## src/rtl/nbit_counter_pkg.sv

```systemverilog
// Shared state encoding for the N-bit up/down counter family.
package nbit_counter_pkg;

    localparam int STATE_W = 2;

    typedef enum logic [STATE_W-1:0] {
        IDLE = 2'd0,
        RUN  = 2'd1,
        HOLD = 2'd2,
        DONE = 2'd3
    } state_t;

endpackage

```

## src/rtl/nbit_upcounter_ctrl_if.sv

```systemverilog
// Control/status bundle of the up counter.
// master drives the controls, slave is the counter.
interface nbit_upcounter_ctrl_if #(
    parameter int WIDTH = 5
);
    logic             start;
    logic             stop;
    logic             load;
    logic [WIDTH-1:0] load_val;
    logic [WIDTH-1:0] limit;
    logic [WIDTH-1:0] count;
    logic             busy;
    logic             tc;
    logic             done;

    modport master (
        output start, stop, load, load_val, limit,
        input  count, busy, tc, done
    );

    modport slave (
        input  start, stop, load, load_val, limit,
        output count, busy, tc, done
    );

endinterface

```

## src/rtl/upcount_prescaler.sv

```systemverilog
// Tick generator: one tick every PRESCALE enabled clocks.
module upcount_prescaler #(
    parameter int PRESCALE = 4
) (
    input  logic clk,
    input  logic rst,
    input  logic clr,
    input  logic en,
    output logic tick
);
    localparam int PW = (PRESCALE > 1) ? $clog2(PRESCALE) : 1;
    localparam logic [PW-1:0] LAST = PW'(PRESCALE - 1);

    logic [PW-1:0] cnt_q;

    assign tick = en && (cnt_q == LAST);

    always_ff @(posedge clk or posedge rst) begin
        if (rst) begin
            cnt_q <= '0;
        end else if (clr) begin
            cnt_q <= '0;
        end else if (en) begin
            cnt_q <= tick ? '0 : cnt_q + 1'b1;
        end
    end

endmodule

```

## src/rtl/nbit_upcounter_ctrl.sv

```systemverilog
// N-bit up counter with start/stop/hold FSM, load and terminal value.
// UPCOUNT_PRESCALE_EN: advance only every PRESCALE clocks while running.
module nbit_upcounter_ctrl
    import nbit_counter_pkg::*;
#(
    parameter int WIDTH     = 5,
    parameter int MODE_WRAP = 1,
    parameter int PRESCALE  = 4
) (
    input  logic clk,
    input  logic rst,
    nbit_upcounter_ctrl_if.slave bus
);
    localparam logic WRAP = (MODE_WRAP != 0);

    state_t           state_q, state_d;
    logic [WIDTH-1:0] count_q, count_d;
    logic             tc_q, tc_d;
    logic             busy_q, done_q;
    logic             tick;
    logic [WIDTH-1:0] start_val;
    logic [WIDTH-1:0] adv;
    logic             entry_hit;

`ifdef UPCOUNT_PRESCALE_EN
    upcount_prescaler #(
        .PRESCALE(PRESCALE)
    ) u_psc (
        .clk  (clk),
        .rst  (rst),
        .clr  (state_q != RUN),
        .en   (state_q == RUN),
        .tick (tick)
    );
`else
    assign tick = (PRESCALE >= 1);
`endif

    assign start_val = bus.load ? bus.load_val : '0;
    assign entry_hit = (start_val == bus.limit);
    // At the terminal value the next advance rolls over to zero.
    assign adv = (count_q == bus.limit) ? '0 : count_q + 1'b1;

    always_comb begin
        state_d = state_q;
        count_d = count_q;
        tc_d    = 1'b0;
        unique case (state_q)
            IDLE: begin
                if (bus.start && !bus.stop) begin
                    count_d = start_val;
                    tc_d    = entry_hit;
                    state_d = (!WRAP && entry_hit) ? DONE : RUN;
                end else if (bus.load) begin
                    count_d = bus.load_val;
                end
            end
            RUN: begin
                if (bus.stop) begin
                    state_d = HOLD;
                end else if (tick) begin
                    count_d = adv;
                    tc_d    = (adv == bus.limit);
                    if (!WRAP && adv == bus.limit) begin
                        state_d = DONE;
                    end
                end
            end
            HOLD: begin
                if (bus.stop) begin
                    state_d = IDLE;
                    count_d = '0;
                end else if (bus.start) begin
                    state_d = RUN;
                    if (bus.load) begin
                        count_d = bus.load_val;
                    end
                end else if (bus.load) begin
                    count_d = bus.load_val;
                end
            end
            DONE: begin
                if (bus.stop) begin
                    state_d = IDLE;
                    count_d = '0;
                end else if (bus.start) begin
                    count_d = start_val;
                    tc_d    = entry_hit;
                    state_d = (!WRAP && entry_hit) ? DONE : RUN;
                end else if (bus.load) begin
                    count_d = bus.load_val;
                end
            end
            default: begin
                state_d = IDLE;
                count_d = '0;
            end
        endcase
    end

    always_ff @(posedge clk or posedge rst) begin
        if (rst) begin
            state_q <= IDLE;
            count_q <= '0;
            tc_q    <= 1'b0;
            busy_q  <= 1'b0;
            done_q  <= 1'b0;
        end else begin
            state_q <= state_d;
            count_q <= count_d;
            tc_q    <= tc_d;
            busy_q  <= (state_d == RUN);
            done_q  <= !WRAP && (state_d == DONE);
        end
    end

    assign bus.count = count_q;
    assign bus.busy  = busy_q;
    assign bus.tc    = tc_q;
    assign bus.done  = done_q;

endmodule

```

## src/flat_wrapper.sv

```systemverilog
// flat-port wrapper written by rule: the top's interface ports become plain ports
module nbit_upcounter_ctrl_flat import nbit_counter_pkg::*;
#(
    parameter int WIDTH     = 5,
    parameter int MODE_WRAP = 1,
    parameter int PRESCALE  = 4
)
  (clk, rst, bus_start, bus_stop, bus_load, bus_load_val, bus_limit, bus_count, bus_busy, bus_tc, bus_done);
  nbit_upcounter_ctrl_if #(.WIDTH(WIDTH)) bus_i ();
  input  logic clk;
  input  logic rst;
  input wire logic [$bits(bus_i.start)-1:0] bus_start;
  input wire logic [$bits(bus_i.stop)-1:0] bus_stop;
  input wire logic [$bits(bus_i.load)-1:0] bus_load;
  input wire logic [$bits(bus_i.load_val)-1:0] bus_load_val;
  input wire logic [$bits(bus_i.limit)-1:0] bus_limit;
  output wire logic [$bits(bus_i.count)-1:0] bus_count;
  output wire logic [$bits(bus_i.busy)-1:0] bus_busy;
  output wire logic [$bits(bus_i.tc)-1:0] bus_tc;
  output wire logic [$bits(bus_i.done)-1:0] bus_done;
  assign bus_i.start = bus_start;
  assign bus_i.stop = bus_stop;
  assign bus_i.load = bus_load;
  assign bus_i.load_val = bus_load_val;
  assign bus_i.limit = bus_limit;
  assign bus_count = bus_i.count;
  assign bus_busy = bus_i.busy;
  assign bus_tc = bus_i.tc;
  assign bus_done = bus_i.done;
  nbit_upcounter_ctrl #(.WIDTH(WIDTH), .MODE_WRAP(MODE_WRAP), .PRESCALE(PRESCALE)) u_core (.clk(clk), .rst(rst), .bus(bus_i));
endmodule
```

## config.mk

```make
export PLATFORM = sky130hd
export DESIGN_NAME = nbit_upcounter_ctrl_flat
export DESIGN_NICKNAME = d
export VERILOG_FILES = /design/src/rtl/nbit_counter_pkg.sv /design/src/rtl/nbit_upcounter_ctrl_if.sv /design/src/rtl/upcount_prescaler.sv /design/src/rtl/nbit_upcounter_ctrl.sv /design/src/flat_wrapper.sv
export SDC_FILE = /design/constraint.sdc
export NUM_CORES = 1
export LEC_CHECK = 0
export CORE_ASPECT_RATIO = 0.75
export CORE_MARGIN = 2
export CORE_UTILIZATION = 40
export CTS_CLUSTER_DIAMETER = 30
export DETAILED_ROUTE_END_ITERATION = 8
export PLACE_DENSITY_LB_ADDON = 0.2
export REMOVE_ABC_BUFFERS = 1
export SYNTH_ARGS = -nofsm -noshare
export SYNTH_HDL_FRONTEND = slang
export SYNTH_SLANG_ARGS = --single-unit
export TNS_END_PERCENT = 5
```

## constraint.sdc

```tcl
create_clock -name clk -period 2 [get_ports clk]
set_clock_uncertainty 0.1 [all_clocks]
set_input_delay 0.3 -clock clk [delete_from_list [all_inputs] [get_ports clk]]
set_output_delay 0.3 -clock clk [all_outputs]
set_load 0.05 [all_outputs]
```

**Yosys cells after proc, flatten, opt, wreduce, memory -nomap -nowiden**

Cells that the tools add are included.

- Register bits after elaboration: 9
- Output and inout bits: 8

- Reductions and logical operators: 4
- Mux-type cells: 19
- Equal/unequal tests: 8
- $add $sub $neg: 1

Operators by type and width:

| cell | number |
|---|---|
| 2-to-1 mux 5 bit | 8 |
| one-hot mux 5 bit (4 select lines) | 1 |
| == test 5 bit | 3 |
| 2-to-1 mux 2 bit | 4 |
| one-hot mux 2 bit (3 select lines) | 1 |
| adder 5 x 1 -> 5 bit (second input constant) | 1 |
| == test 2 x 1 -> 1 bit (second input constant) | 2 |
| == test 2 bit (second input constant) | 2 |
| 2-to-1 mux 1 bit | 4 |
| one-hot mux 1 bit (3 select lines) | 1 |
| zero test 2 bit | 1 |
| inequality test 2 bit (second input constant) | 1 |
| OR reduction 2 bit | 1 |
| logical AND 1 bit | 1 |
| zero test 1 bit | 1 |

**Logic depth before layout (Yosys ltp)**

Gate-level depths: netlist (run 1).

- Depth after elaboration: 5
- Mapped depth: 6

**Least setup slack after synthesis (run 1)**

Ideal clock, no wire load.

- Path type: register to register
- Start: register u_core.count_q[0] (netlist: u_core.bus.count[0])
- End: register u_core.tc_q (netlist: u_core.bus.tc)
- Clock period less this slack: 2.130 ns
- Cell stages (with the launch flop): 7
- Data required time: 1.808 ns
- Data arrival time: 1.938 ns
- Setup time: 0.092 ns
- Path slack: -0.130 ns
- Cells stage by stage: dfrtp_1 > ha_1 > nand3_1 > xor2_1 > a21oi_1 > o221ai_2 > o31ai_2

- Word-level cells in the longest chain between the ends: 5
- Elaborated cells between the ends (all ways): 6
- Classes of those cells: add/sub: 1; eq/ne: 2; mux: 3

Ends and longest elaborated chain:

| element | line | text |
|---|---|---|
| from (decl) | nbit_upcounter_ctrl.sv:17 | `logic [WIDTH-1:0] count_q, count_d;` |
| from (signal assigned) | nbit_upcounter_ctrl.sv:110 | `count_q <= count_d;` |
| adder 5 x 1 -> 5 bit or == test 5 bit (tied branches) | nbit_upcounter_ctrl.sv:42 | `assign adv = (count_q == bus.limit) ? '0 : count_q + 1'b1;` |
| 2-to-1 mux 5 bit * | nbit_upcounter_ctrl.sv:42 |  |
| == test 5 bit * | nbit_upcounter_ctrl.sv:63 | `tc_d = (adv == bus.limit);` |
| 2-to-1 mux 1 bit * | nbit_upcounter_ctrl.sv:59 | `if (bus.stop) begin` |
| one-hot mux 1 bit (3 select lines) * | nbit_upcounter_ctrl.sv:48 | `unique case (state_q)` |
| net u_core.tc_d | nbit_upcounter_ctrl.sv:18 | `logic tc_q, tc_d;` |
| to (signal assigned) | nbit_upcounter_ctrl.sv:111 | `tc_q <= tc_d;` |
| to (decl) | nbit_upcounter_ctrl.sv:18 |  |

The timed path passes the listed nets; every way through them passes the cells marked *.
A chain may end at the register's enable or synchronous reset.

**Final worst setup path (run 1)**

- Start: input port bus_limit[0]
- End: register u_core.tc_q (netlist: u_core.bus.tc)

- Word-level cells in the longest chain between the ends: 5
- Elaborated cells between the ends (all ways): 9
- Classes of those cells: eq/ne: 3; mux: 6

Ends and longest elaborated chain:

| element | line | text |
|---|---|---|
| from (decl) | flat_wrapper.sv:16 | `input wire logic [$bits(bus_i.limit)-1:0] bus_limit;` |
| == test 5 bit | nbit_upcounter_ctrl.sv:42 |  |
| 2-to-1 mux 5 bit | nbit_upcounter_ctrl.sv:42 |  |
| == test 5 bit | nbit_upcounter_ctrl.sv:63 |  |
| 2-to-1 mux 1 bit | nbit_upcounter_ctrl.sv:59 |  |
| one-hot mux 1 bit (3 select lines) * | nbit_upcounter_ctrl.sv:48 |  |
| net u_core.tc_d | nbit_upcounter_ctrl.sv:18 |  |

Marked as above.

==> results.ini, run 1 <==
[yosys]
synth_top_area_share_pct = 22.7
yosys.cell_count.top_type = nand2_1
yosys_warnings = 0
synth_area_sq_um = 992
yosys-top-cells-area = dfrtp_1, nand2_1, xor2_1, a21oi_1, nor2_1
syn_inst = 126
ys.flop_type = dfrtp_1
synth.yosys.seq_area_share_pct = 22.7
synth_top_area_cell = dfrtp_1
yosys.cell_types.count = 45
synthArstFlopShare_pct = 100
synth-seq-cells = 9
synth_edf_count = 0
avgSynthCellArea_sq_um = 7.87
synth_common_cells = nand2_1, a21oi_1, dfrtp_1, nor2_1, inv_1

[global_routing]
gr-total-overflow = 0
grt_max_degree = 11
grt_pass1_wl_microns = 4750
track_usage_pct = 22.7
grt_antenna_before_repair = 0
grt_pass1_vias = 1035

[power_and_ir_drop]
p_leak_nw = 0.629
total_power_mw = 1.27
power_frac_comb_pct = 65.0
switching_share_pct = 48.8
intPower_mw = 0.651
clkPwrFrac_pct = 12.0
pwr-share-seq_pct = 23.0
switchingPower_mw = 0.620
p_per_area_nw_per_um2 = 905
ir_drop_mv = 0.375

[setup_path]
reg2reg_to = u_core.bus.tc$_DFF_PP0_
crit_type = in -> reg
worstPathCellList = clkdlybuf4s50_1 -> buf_4 -> or2_4 -> a21oi_2 -> and2_4 -> mux2_4 -> o31ai_2
r2r_cells = 6
r2r_start = u_core.bus.count[0]$_DFFE_PP0P_
crit_fanout = 5
startpoint_type = input pin
rrSetupSlack_ns = 0.12
cp_slowest_cell = clkdlybuf4s50_1
critPathCaptureType = register
cp.required_ns = 2.09
worstPathArrival_ns = 1.99
cp_slowest_stage_delay_ns = 0.42

[sta]
rsz0062_at_grt = no
fin_crit_sh_pct = 95.2
slew_viol_final = 0
min_period_ns = 1.90
timing_hold_violations_final = 0
fmax_ghz = 0.525
setup_viol = 0

[cts]
clock_sinks = 9
cts_tree = done
htreeDepth = 1
clk_pin_slew_ns = 0.07
clock-root-buffer = clkbuf_4
clockBufferDepth = 2
clk_latency_ns = 0.27
cts_buffers = 3

[placed_design]
dp_hpwl_microns = 2370
gp_congestion = 0.902
placed_cells = 200
portBuffers = 21

[floorplan]
start_util_pct = 42.6
die-area_sq_um = 2900
io_pins = 23
core_sq_um = 2330
die_w_microns = 61.5
placementRows = 15
die_y_microns = 47.1

[route]
wl_per_cell_microns = 14.5
viasPerCell = 5.52
drc = 0
ant_nets = 0
vias = 1126
dr.pass1.iters = 4
wirelength_microns = 2960
drtIter0Drc = 66

[flow_run]
drv_cap = 0

[final_layout]
area_growth_pct = 41.6
stdcell_count = 204
diodes = 0
drive_above_1_share_pct = 29.4
fin_nets = 187

[hold_path]
min_path_type = in -> async

[outcome]
status = complete, no violations

-- flip-flops by register name, summed over array words and instances, names as in the netlist --
name,count
u_core.state_q,2
u_core.bus.count,5
u_core.bus.busy,1
u_core.bus.tc,1
-- metrics by stage --
stage	util [%]	hold slack (ns)	instance area, sq um	setup WS, ns	setup TNS (ns)
2_1_floorplan	-	0.0279	930	-0.130	-0.130
4_1_cts	60.2	0.207	1400	0.0786	0
3_3_place_gp	59.0	0.500	1370	-0.111	-0.140
6_report	60.4	0.205	1410	0.0954	0
3_5_place_dp	59.0	0.507	1370	-0.145	-0.166
5_1_grt	60.4	0.228	1410	0.00327	0
-- timing repair --
item	in CTS	in global routing
hold buffers	0	0
endpoints found under the setup margin	0	1
resized for setup	0	2
setup buffers	0	0
-- logic make-up after synthesis --
group,after synthesis,synth area share (%)
compound gates,42,32.2
xor+xnor,9,8.70
fa+ha+maj,1,1.26
buf+inv,15,8.95
flops,9,22.7
mux,2,2.65
other cells,1,0.378
simple gates,47,23.2
-- per-layer routing --
layer	vias to the layer above	GRT usage (%)	routed length, microns	share of wire (%)
met2	44	36.0	1390	47
met1	540	31.2	1330	45
li1	538	-	-	-
met4	0	6.38	27	0.91
met3	4	5.51	213	7.2
met5	-	0	0	0
-- worst max path at each step --
| stage | from | end | cells past startpoint |
|---|---|---|---|
| final | bus_limit[0] | u_core.bus.tc$_DFF_PP0_ | 7 |
| after global routing | u_core.bus.count[0]$_DFFE_PP0P_ | u_core.bus.tc$_DFF_PP0_ | 6 |
| after CTS | u_core.bus.count[2]$_DFFE_PP0P_ | u_core.bus.tc$_DFF_PP0_ | 5 |
| after detailed placement | bus_limit[3] | u_core.bus.tc$_DFF_PP0_ | 7 |
| after global placement | bus_limit[0] | u_core.bus.tc$_DFF_PP0_ | 7 |
| after floorplan | u_core.bus.count[0]$_DFFE_PP0P_ | u_core.bus.tc$_DFF_PP0_ | 6 |
-- final cells by class --
class | count | area [sq um]
fillers | 229 | 922
multi-input cells | 102 | 682
repair buffers | 48 | 400
flip-flops and latches | 9 | 226
well taps | 34 | 42.5
inverters | 7 | 26.3
clock buffers | 3 | 22.5
clock inverters | 1 | 5.00
-- power groups by stage --
stage | registers (mW) | clock network, mW | logic (mW)
2_1_floorplan | 0.429 | 0 | 0.381
3_3_place_gp | 0.294 | 0 | 0.804
3_5_place_dp | 0.294 | 0 | 0.809
4_1_cts | 0.291 | 0.161 | 0.814
5_1_grt | 0.302 | 0.167 | 0.886
6_report | 0.293 | 0.152 | 0.826
-- cell usage in the layout, fill, tap and decap left out, drive strengths merged, types with 2 or more instances in the layout --
cell type / Yosys / final
clkdlybuf4s50: 0 / 16
clkbuf: 1 / 3
o22ai: 3 / 3
a21oi: 11 / 11
nand2: 20 / 20
nand3: 5 / 5
a22o: 3 / 3
xor2: 7 / 7
o221ai: 4 / 4
buf: 7 / 32
nor2: 9 / 9
o2bb2ai: 2 / 2
mux2: 2 / 2
a21boi: 4 / 4
and2: 4 / 4
nor3: 3 / 3
inv: 7 / 7
o21ai: 4 / 4
dfrtp: 9 / 9
nand2b: 3 / 3
xnor2: 2 / 2
-- worst max-delay path, delay by kind of cell --
kind / cells / cell delay (ns)
mux: 1 / 0.30
compound gates: 2 / 0.36
simple gates: 2 / 0.45
buf+inv: 2 / 0.58
(Power assumes the default switching activity.)
==> run 2: changes to the inputs <==
- CORE_MARGIN: 2 -> default
==> results.ini, run 2 (synthesis results as in run 1) <==
[hold_path]
min_path_type = in -> async

[cts]
clock-root-buffer = clkbuf_4
postCtsHoldBufs = 0
clk_pin_slew_ns = 0.07
cts_tree = done
clock_sinks = 9
cts_buffers = 3
clockBufferDepth = 2
htreeDepth = 1
clk_latency_ns = 0.27
post_cts_buffers = 0

[route]
wl_per_cell_microns = 14.9
viasPerCell = 5.50
ant_nets = 0
wirelength_microns = 3010
drtIter0Drc = 71
vias = 1111
drc = 0
dr.pass1.iters = 4

[power_and_ir_drop]
total_power_mw = 1.27
clkPwrFrac_pct = 11.9
power_frac_comb_pct = 64.5
pwr-share-seq_pct = 23.6
switchingPower_mw = 0.620
p_per_area_nw_per_um2 = 913
ir_drop_mv = 0.480
p_leak_nw = 0.619
switching_share_pct = 48.9
intPower_mw = 0.648

[final_layout]
drive_above_1_share_pct = 28.6
diodes = 0
fin_area_sq_um = 1390
area_growth_pct = 40.1
fillers = 229
final_common_cell = buf_4
final_cell_mix = buf_4, nand2_1, clkdlybuf4s50_1
stdcell_count = 202
largest_reg_flops = 5
fin_util_pct = 59.7
fin_nets = 185

[floorplan]
core_sq_um = 2330
die_y_microns = 45.1
io_pins = 23
die-area_sq_um = 2690
die_w_microns = 59.5
placementRows = 15
start_util_pct = 42.6

[sta]
layout_setup_ws_ns = 0.0557
rsz0062_at_grt = no
fin_crit_sh_pct = 97.2
slew_viol_final = 0
timing.hold.ws_ns = 0.208
fin_tns_setup_ns = 0
min_period_ns = 1.94
setup_viol = 0
fmax_ghz = 0.514
timing_hold_violations_final = 0

[setup_path]
crit_fanout = 9
crit_type = reg -> reg
worstPathArrival_ns = 2.02
startpoint_type = register
critPathCaptureType = register
cp.required_ns = 2.08

[placed_design]
postPlaceCellArea_sq_um = 1360
portBuffers = 21
gp_congestion = 0.857
pre_cts_ws_ns = -0.174
placed_cells = 198
dp_hpwl_microns = 2390

[global_routing]
grt_pass1_vias = 1062
grt_pass1_wl_microns = 4930
grt_antenna_before_repair = 0
track_usage_pct = 25.3
gr-total-overflow = 0
grt_max_degree = 11

[outcome]
status = complete, no violations

[flow_run]
drv_cap = 0

[run 2: metal layers]
metal	vias to the layer above	part of all wire, %	GRT usage, %
met5	-	0	0
met4	0	1.3	5.58
met3	4	7.1	6.30
met2	49	45	40.0
met1	522	46	35.1
li1	536	-	-
[run 2: final timing paths]
path	from	end	slack, ns	cells past startpoint
max reg2reg	u_core.bus.count[0]$_DFFE_PP0P_	u_core.bus.tc$_DFF_PP0_	0.06	6
min	rst	u_core.bus.busy$_DFF_PP0_	0.21	2
min reg2reg	u_core.bus.count[1]$_DFFE_PP0P_	u_core.bus.count[1]$_DFFE_PP0P_	0.53	3
max in group asynchronous	rst	u_core.bus.count[2]$_DFFE_PP0P_	1.28	2
max	u_core.bus.count[0]$_DFFE_PP0P_	u_core.bus.tc$_DFF_PP0_	0.06	6
min in group clk	u_core.bus.count[1]$_DFFE_PP0P_	u_core.bus.count[1]$_DFFE_PP0P_	0.53	3
[run 2: repair_timing]
| action | 4_1_cts | 5_1_grt |
|---|---|---|
| endpoints found under the setup margin | 0 | 1 |
| resized for setup | 0 | 2 |
| hold endpoints to repair | 0 | 0 |
[run 2: critical path: stages, from the launching register on]
cell     delay, ns
dfrtp_1       0.38
buf_4         0.17
or2_4         0.27
a21oi_2       0.22
and2_4        0.23
mux2_4        0.31
o31ai_2       0.17
[run 2: power groups by stage]
stage          sequential [mW]  clock, mW  combinational, mW
2_1_floorplan            0.429          0              0.381
3_3_place_gp             0.293          0              0.791
3_5_place_dp             0.299          0              0.810
4_1_cts                  0.297      0.153              0.813
5_1_grt                  0.307      0.168              0.882
6_report                 0.299      0.151              0.819
[run 2: layout make-up]
type                    count  area (sq um)  area share, %
well taps                  34          42.5           3.06
inverters                   7          26.3           1.89
repair buffers             46           385           27.7
clock inverters             1          5.00          0.360
clock buffers               3          22.5           1.62
flip-flops and latches      9           226           16.3
multi-input cells         102           682           49.1
